==> src/rtl/spi_slave_responder.sv <==
// Purpose : SPI mode-0 register responder (0x0A write / 0x0B read, auto-increment) with a 64x8 register file.
// Latency : SCLK/CS edges acted on 3 clk after the pin edge; wr_strobe 4 clk after the 8th rise; miso 3-4 clk after a fall.
// Backpressure: none; the SPI master paces everything, and sample_valid is always accepted (held while a frame is open).
//
// Ports:
//   clk, rst_n                  system clock, async active-low reset
//   sclk, cs, mosi              SPI pins from master (asynchronous, oversampled)
//   miso                        SPI data to master, 0 whenever cs is high
//   sample_valid, sample_x/y/z  new X/Y/Z sample for registers 0x08..0x0A
//   wr_strobe, wr_addr, wr_data pulse + address/data of each accepted register write
//   frame_err                   pulse when cs rises in the middle of a byte
module spi_slave_responder #(
  parameter int unsigned ADDR_W = 6,
  parameter logic [7:0]  DEVID  = 8'hAD
) (
  input  logic              clk,
  input  logic              rst_n,
  input  logic              sclk,
  input  logic              cs,
  input  logic              mosi,
  output logic              miso,
  input  logic              sample_valid,
  input  logic [7:0]        sample_x,
  input  logic [7:0]        sample_y,
  input  logic [7:0]        sample_z,
  output logic              wr_strobe,
  output logic [ADDR_W-1:0] wr_addr,
  output logic [7:0]        wr_data,
  output logic              frame_err
);

  localparam int                NREG     = 2 ** ADDR_W;
  localparam logic [ADDR_W-1:0] RO_LIMIT = ADDR_W'(11);
  localparam logic [ADDR_W-1:0] REG_X    = ADDR_W'(8);
  localparam logic [ADDR_W-1:0] REG_Y    = ADDR_W'(9);
  localparam logic [ADDR_W-1:0] REG_Z    = ADDR_W'(10);
  localparam logic [7:0]        CMD_WR   = 8'h0A;
  localparam logic [7:0]        CMD_RD   = 8'h0B;

  typedef enum logic [2:0] {S_IDLE, S_CMD, S_ADDR, S_WR, S_RD, S_IGNORE} state_t;

  state_t r_state, w_state_nxt;
  logic   r_dir_wr, w_dir_wr_nxt;

  // Two-flop synchronizers; sclk and cs also keep a history flop for edge detection.
  // mosi only needs its level at the sclk rise, so it has no history flop.
  logic r_sclk_s1, r_sclk_s2, r_sclk_h;
  logic r_cs_s1, r_cs_s2, r_cs_h;
  logic r_mosi_s1, r_mosi_s2;

  logic [7:0]        r_rx_shift, r_tx_shift;
  logic [2:0]        r_bit_cnt;
  logic              r_byte_done;
  logic              r_rd_pend;
  logic [ADDR_W-1:0] r_addr_ptr;
  logic [7:0]        r_regs [NREG];

  logic              r_pend_vld;
  logic [7:0]        r_pend_x, r_pend_y, r_pend_z;

  logic              r_wr_strobe, r_frame_err;
  logic [ADDR_W-1:0] r_wr_addr;
  logic [7:0]        r_wr_data;

  logic w_cs_act, w_cs_fall, w_cs_rise, w_sclk_rise, w_sclk_fall;
  logic w_wr_en, w_ptr_load, w_ptr_inc_wr, w_rd_arm;

  always_ff @(posedge clk or negedge rst_n) begin
    if (!rst_n) begin
      r_sclk_s1 <= 1'b0; r_sclk_s2 <= 1'b0; r_sclk_h <= 1'b0;
      r_cs_s1   <= 1'b1; r_cs_s2   <= 1'b1; r_cs_h   <= 1'b1;
      r_mosi_s1 <= 1'b0; r_mosi_s2 <= 1'b0;
    end else begin
      r_sclk_s1 <= sclk;  r_sclk_s2 <= r_sclk_s1; r_sclk_h <= r_sclk_s2;
      r_cs_s1   <= cs;    r_cs_s2   <= r_cs_s1;   r_cs_h   <= r_cs_s2;
      r_mosi_s1 <= mosi;  r_mosi_s2 <= r_mosi_s1;
    end
  end

  assign w_cs_act    = ~r_cs_s2;
  assign w_cs_fall   = ~r_cs_s2 &  r_cs_h;
  assign w_cs_rise   =  r_cs_s2 & ~r_cs_h;
  // sclk activity outside a frame is ignored
  assign w_sclk_rise = w_cs_act &  r_sclk_s2 & ~r_sclk_h;
  assign w_sclk_fall = w_cs_act & ~r_sclk_s2 &  r_sclk_h;

  // FSM state register
  always_ff @(posedge clk or negedge rst_n) begin
    if (!rst_n) begin
      r_state  <= S_IDLE;
      r_dir_wr <= 1'b0;
    end else begin
      r_state  <= w_state_nxt;
      r_dir_wr <= w_dir_wr_nxt;
    end
  end

  // FSM next state; decisions are taken on the clk after a byte completes
  always_comb begin
    w_state_nxt  = r_state;
    w_dir_wr_nxt = r_dir_wr;
    w_wr_en      = 1'b0;
    w_ptr_load   = 1'b0;
    w_ptr_inc_wr = 1'b0;
    w_rd_arm     = 1'b0;
    if (w_cs_rise) begin
      w_state_nxt = S_IDLE;
    end else begin
      case (r_state)
        S_IDLE: if (w_cs_fall) w_state_nxt = S_CMD;
        S_CMD: begin
          if (r_byte_done) begin
            if (r_rx_shift == CMD_WR) begin
              w_state_nxt  = S_ADDR;
              w_dir_wr_nxt = 1'b1;
            end else if (r_rx_shift == CMD_RD) begin
              w_state_nxt  = S_ADDR;
              w_dir_wr_nxt = 1'b0;
            end else begin
              w_state_nxt  = S_IGNORE;
            end
          end
        end
        S_ADDR: begin
          if (r_byte_done) begin
            w_ptr_load = 1'b1;
            if (r_dir_wr) begin
              w_state_nxt = S_WR;
            end else begin
              w_state_nxt = S_RD;
              w_rd_arm    = 1'b1;
            end
          end
        end
        S_WR: begin
          if (r_byte_done) begin
            w_ptr_inc_wr = 1'b1;
            // identity and sample registers are read-only from SPI
            w_wr_en      = (r_addr_ptr >= RO_LIMIT);
          end
        end
        S_RD: if (r_byte_done) w_rd_arm = 1'b1;
        default: ;
      endcase
    end
  end

  // Bit engine, address pointer and write reporting
  always_ff @(posedge clk or negedge rst_n) begin
    if (!rst_n) begin
      r_rx_shift  <= 8'h00;
      r_tx_shift  <= 8'h00;
      r_bit_cnt   <= 3'd0;
      r_byte_done <= 1'b0;
      r_rd_pend   <= 1'b0;
      r_addr_ptr  <= '0;
      r_wr_strobe <= 1'b0;
      r_wr_addr   <= '0;
      r_wr_data   <= 8'h00;
      r_frame_err <= 1'b0;
    end else begin
      r_byte_done <= 1'b0;
      r_frame_err <= 1'b0;
      r_wr_strobe <= w_wr_en;
      if (w_wr_en) begin
        r_wr_addr <= r_addr_ptr;
        r_wr_data <= r_rx_shift;
      end
      if (w_cs_rise) begin
        r_bit_cnt   <= 3'd0;
        r_tx_shift  <= 8'h00;
        r_rd_pend   <= 1'b0;
        r_frame_err <= (r_bit_cnt != 3'd0);
      end else begin
        if (w_sclk_rise) begin
          r_rx_shift  <= {r_rx_shift[6:0], r_mosi_s2};
          r_bit_cnt   <= r_bit_cnt + 3'd1;   // wraps to 0 on the 8th bit
          r_byte_done <= (r_bit_cnt == 3'd7);
        end
        if (w_rd_arm) r_rd_pend <= 1'b1;
        // a read byte is loaded on the first fall after the previous byte completed,
        // so its MSB is on miso before the master's next sampling rise
        if (w_sclk_fall) begin
          if (r_rd_pend) begin
            r_tx_shift <= r_regs[r_addr_ptr];
            r_rd_pend  <= 1'b0;
          end else begin
            r_tx_shift <= {r_tx_shift[6:0], 1'b0};
          end
        end
      end
      if (w_ptr_load) begin
        r_addr_ptr <= r_rx_shift[ADDR_W-1:0];
      end else if (w_ptr_inc_wr || (w_sclk_fall && r_rd_pend)) begin
        r_addr_ptr <= r_addr_ptr + ADDR_W'(1);
      end
    end
  end

  // Pending sample: held while a frame is open so a burst sees one coherent X/Y/Z set
  always_ff @(posedge clk or negedge rst_n) begin
    if (!rst_n) begin
      r_pend_vld <= 1'b0;
      r_pend_x   <= 8'h00;
      r_pend_y   <= 8'h00;
      r_pend_z   <= 8'h00;
    end else if (r_cs_s2) begin
      r_pend_vld <= 1'b0;
    end else if (sample_valid) begin
      r_pend_vld <= 1'b1;
      r_pend_x   <= sample_x;
      r_pend_y   <= sample_y;
      r_pend_z   <= sample_z;
    end
  end

  // Register file; a fresh sample on the commit clk wins over the pending one
  always_ff @(posedge clk or negedge rst_n) begin
    if (!rst_n) begin
      for (int i = 0; i < NREG; i++) r_regs[i] <= (i == 0) ? DEVID : 8'h00;
    end else begin
      if (w_wr_en) r_regs[r_addr_ptr] <= r_rx_shift;
      if (r_cs_s2) begin
        if (sample_valid) begin
          r_regs[REG_X] <= sample_x;
          r_regs[REG_Y] <= sample_y;
          r_regs[REG_Z] <= sample_z;
        end else if (r_pend_vld) begin
          r_regs[REG_X] <= r_pend_x;
          r_regs[REG_Y] <= r_pend_y;
          r_regs[REG_Z] <= r_pend_z;
        end
      end
    end
  end

  assign miso      = r_tx_shift[7] & ~cs;
  assign wr_strobe = r_wr_strobe;
  assign wr_addr   = r_wr_addr;
  assign wr_data   = r_wr_data;
  assign frame_err = r_frame_err;

endmodule

==> config.mk <==
export PLATFORM = sky130hd
export DESIGN_NAME = spi_slave_responder
export DESIGN_NICKNAME = d
export VERILOG_FILES = /design/src/rtl/spi_slave_responder.sv
export SDC_FILE = /design/constraint.sdc
export NUM_CORES = 1
export LEC_CHECK = 0
export ABC_AREA = 1
export BUFFER_PORTS_ARGS = -buffer_cell sky130_fd_sc_hd__buf_2
export CAP_MARGIN = 20
export CORE_MARGIN = 2
export CORE_UTILIZATION = 64
export CTS_CLUSTER_SIZE = 14
export DETAILED_ROUTE_END_ITERATION = 8
export PLACE_DENSITY_LB_ADDON = 0.12
export SETUP_SLACK_MARGIN = 0.05
export SLEW_MARGIN = 20
export SYNTH_ARGS = -nofsm -noshare
export SYNTH_HDL_FRONTEND = slang
export SYNTH_SLANG_ARGS = --single-unit
==> constraint.sdc <==
create_clock -name clk -period 6.5 [get_ports clk]
set_input_delay 0.65 -clock clk [delete_from_list [all_inputs] [get_ports clk]]
set_output_delay 0.65 -clock clk [all_outputs]
set_load 0.02 [all_outputs]
==> flow_metrics.tcl <==
set metrics [dict create \
    run_status "completed" \
    period_minus_slack_ps 3864 \
    syn-num-nets 3659 \
    worstPathCellList "ha_1 -> nor2_1 -> o21ai_2 -> nand2_4 -> nor4_4 -> nand2_1 -> o21ai_0" \
    overflow 0 \
    port_buffers 46 \
    fill_cells 3511 \
    worstMarginPinSlew_ps 1208 \
    seq_area_mm2 0.01483 \
    synthCells 3624 \
    area_delta_synth_final_pct 8.060 \
    place_ws_ps 2677 \
    grt_max_degree 169 \
    leakage_nw 14.48 \
    avgSynthCellArea_um2 7.667 \
    grt_usage_pct 34.10 \
    drive_above_1_share_pct 6.640 \
    crit_cells 7 \
    first_iter_violations 2664 \
    grt_setup_unrepaired "false" \
    critical-path-top-delay-family "simple AND/OR/NAND/NOR gates" \
    num_antenna_cells 0 \
    slew_headroom_pct 18.83 \
    synth_seq_area_share_pct 53.35 \
    r2r_end "r_regs[19]$_DFFE_PN0P_" \
    route.vias.total 23291 \
    powerDensity_mw_per_mm2 264.8 \
    grtUsageMet1_pct 48.21 \
    rr_startpoint "r_addr_ptr[1]$_DFFE_PN0P_" \
    max_cap_violations 0 \
    timing.final.crit_share_pct 59.44 \
    place_area_mm2 0.02790 \
    fin_skew_ps 24.82 \
    ant_nets 0 \
    clockBufferDepth 3 \
    viasPerCell 5.668 \
    design_area_mm2 0.03003 \
    nets 3510 \
    crit_end "r_regs[19]$_DFFE_PN0P_" \
    clock_sinks 592 \
    drv_slew 0 \
    cpPeakStageDelay_ps 1000 \
    start_kind "flip-flop" \
    cts_resized 0 \
    post_cts_buffers 0 \
    die_y_um 212.4 \
    hold_viol_final 0 \
    final_cell_mix "nand2_1 (1250), dfrtp_1 (583), o21ai_0 (581)" \
    worstPathMaxFanout 37 \
    use_met3_pct 5.451 \
    cp_slowest_cell "nor4_4" \
    cts_tree "done" \
    yosys.area.top_type_share_pct 52.59 \
    arrival_ps 4400 \
    cp.required_ps 7030 \
    core_mm2 0.04298 \
    fin_ws_ps 2636 \
    reg2reg_depth 7 \
    ys_ff_latch 592 \
    synth_warnings 0 \
    antenna_found_initial 1 \
    gp_congestion 0.8784 \
    dpl.hpwl_mm 44.66 \
    cts.clk_slew.worst_paths_ps 60 \
    die_w_um 212.4 \
    clock.fmax_mhz 258.8 \
    hold_buffers 0 \
    wl_mm 74.71 \
    synth_top_cells_by_area "dfrtp_1 (53%), nand2_1 (17%), o21ai_0 (10%)" \
    cts_buffers 61 \
    end_kind "flip-flop" \
    rrSetupSlack_ps 2640 \
    first_global_vias 22040 \
    grt_pass1_wl_mm 119.4 \
    htree_num_levels 2 \
    layout_commonest_cell "nand2_1" \
    first_pass_iters 8 \
    critPathBufInv 0 \
    yosysTopAreaCell "dfrtp_1" \
    syn_area_mm2 0.02779 \
    busiest_layer "met2" \
    holdCritPathClass "primary input to asynchronous set/reset pin" \
    tns_ps 0 \
    peakVddDrop_mv 0.2056 \
    critPathLaunch "r_addr_ptr[1]$_DFFE_PN0P_" \
    initial_core_util_pct 64.65 \
    setup_viol 0 \
    crit_type "flip-flop to flip-flop" \
    num_rows 76 \
    cts_root_buffer "clkbuf_16" \
    insertion_delay_ps 640 \
    multiInputGateArea_mm2 0.01027 \
    io_pins 47 \
    dieArea_mm2 0.04510 \
    avgRoutedWirePerCell_um 18.18 \
    drc 0 \
    grt_util_met2_pct 53.37 \
    synth.distinct_cells 32 \
]
## state kept, by name, indices dropped and copies added (netlist names), 3 cells and up
signal and count:
r_addr_ptr 6, r_bit_cnt 3, r_pend_x 8, r_pend_y 8, r_pend_z 8, r_regs 512, r_rx_shift 8, r_state 3
r_tx_shift 8, wr_addr 6, wr_data 8
## worst reg2reg max path, stage by stage (launching register included)
cell,delay [ps]
dfrtp_1,950
ha_1,310
nor2_1,70
o21ai_2,200
nand2_4,290
nor4_4,1010
nand2_1,610
o21ai_0,340
## Yosys cell counts
cell type / instances
a211oi_1: 1
a21oi_1: 14
a31oi_1: 2
a32oi_1: 1
buf_1: 6
buf_2: 61
buf_4: 1
clkbuf_1: 218
clkinv_1: 4
dfrtp_1: 584
dfstp_2: 8
ha_1: 5
inv_1: 414
inv_2: 2
nand2_1: 1251
nand2_4: 1
nand3_1: 219
nand4_1: 3
nor2_1: 144
nor2_2: 1
nor2_4: 1
nor3_1: 8
nor3_2: 1
nor3_4: 3
nor4_4: 3
o211ai_1: 58
o21ai_0: 581
o21ai_1: 1
o21ai_2: 1
o22ai_1: 3
or2_2: 23
xor2_1: 1
## kinds of logic after synthesis
group / synth area share, %
AOI/OAI and AO/OA: 12.50
and+or+nand+nor: 24.06
xor gates and xnor gates: 0.03153
adders and majority gates: 0.2251
buffers and inverters: 9.825
DFF: 53.35
## final cells by class
class | count | share of cell area, %
inverter | 420 | 5.267
clock buffer | 95 | 6.280
clock inverter | 17 | 0.7459
tap | 585 | 2.438
sequential | 592 | 49.38
timing repair buffer | 74 | 1.679
multi-input combinational | 2326 | 34.21
## where the power goes
part           total, mW  internal [mW]  switching (mW)
clock               3.64           2.18            1.46
sequential          3.81           3.75          0.0622
combinational      0.502         0.0840           0.418
## per-layer routing
metal	share of wire, %	vias to the layer above	wire (µm)
li1	-	10962	-
met3	8.2	164	6108
met2	47	1003	34800
met4	3.4	0	2572
met5	0	-	0
met1	42	11162	31230
## metrics by stage
step                      instances  power [mW]  hold slack (ps)  utilization (%)
after floorplan                3624       4.091            331.2                -
after global placement         3996       4.352            334.2            64.90
after detailed placement       3996       4.364            339.4            64.91
after CTS                      4108       7.974            102.0            69.82
after global routing           4109       8.190            103.4            69.86
final                          4109       7.951            74.87            69.86
## how the worst min path moves through the flow
stage | startpoint | to | slack [ps] | depth (start not counted)
after floorplan | r_mosi_s1$_DFF_PN0_ | r_mosi_s2$_DFF_PN0_ | 330 | 0
after global placement | r_sclk_s1$_DFF_PN0_ | r_sclk_s2$_DFF_PN0_ | 330 | 0
after detailed placement | r_sclk_s1$_DFF_PN0_ | r_sclk_s2$_DFF_PN0_ | 340 | 0
after CTS | cs | r_cs_s1$_DFF_PN1_ | 100 | 1
after global routing | cs | r_cs_s1$_DFF_PN1_ | 100 | 1
final | rst_n | r_regs[469]$_DFFE_PN0P_ | 70 | 1
Power figures use the tool's default switching activity.
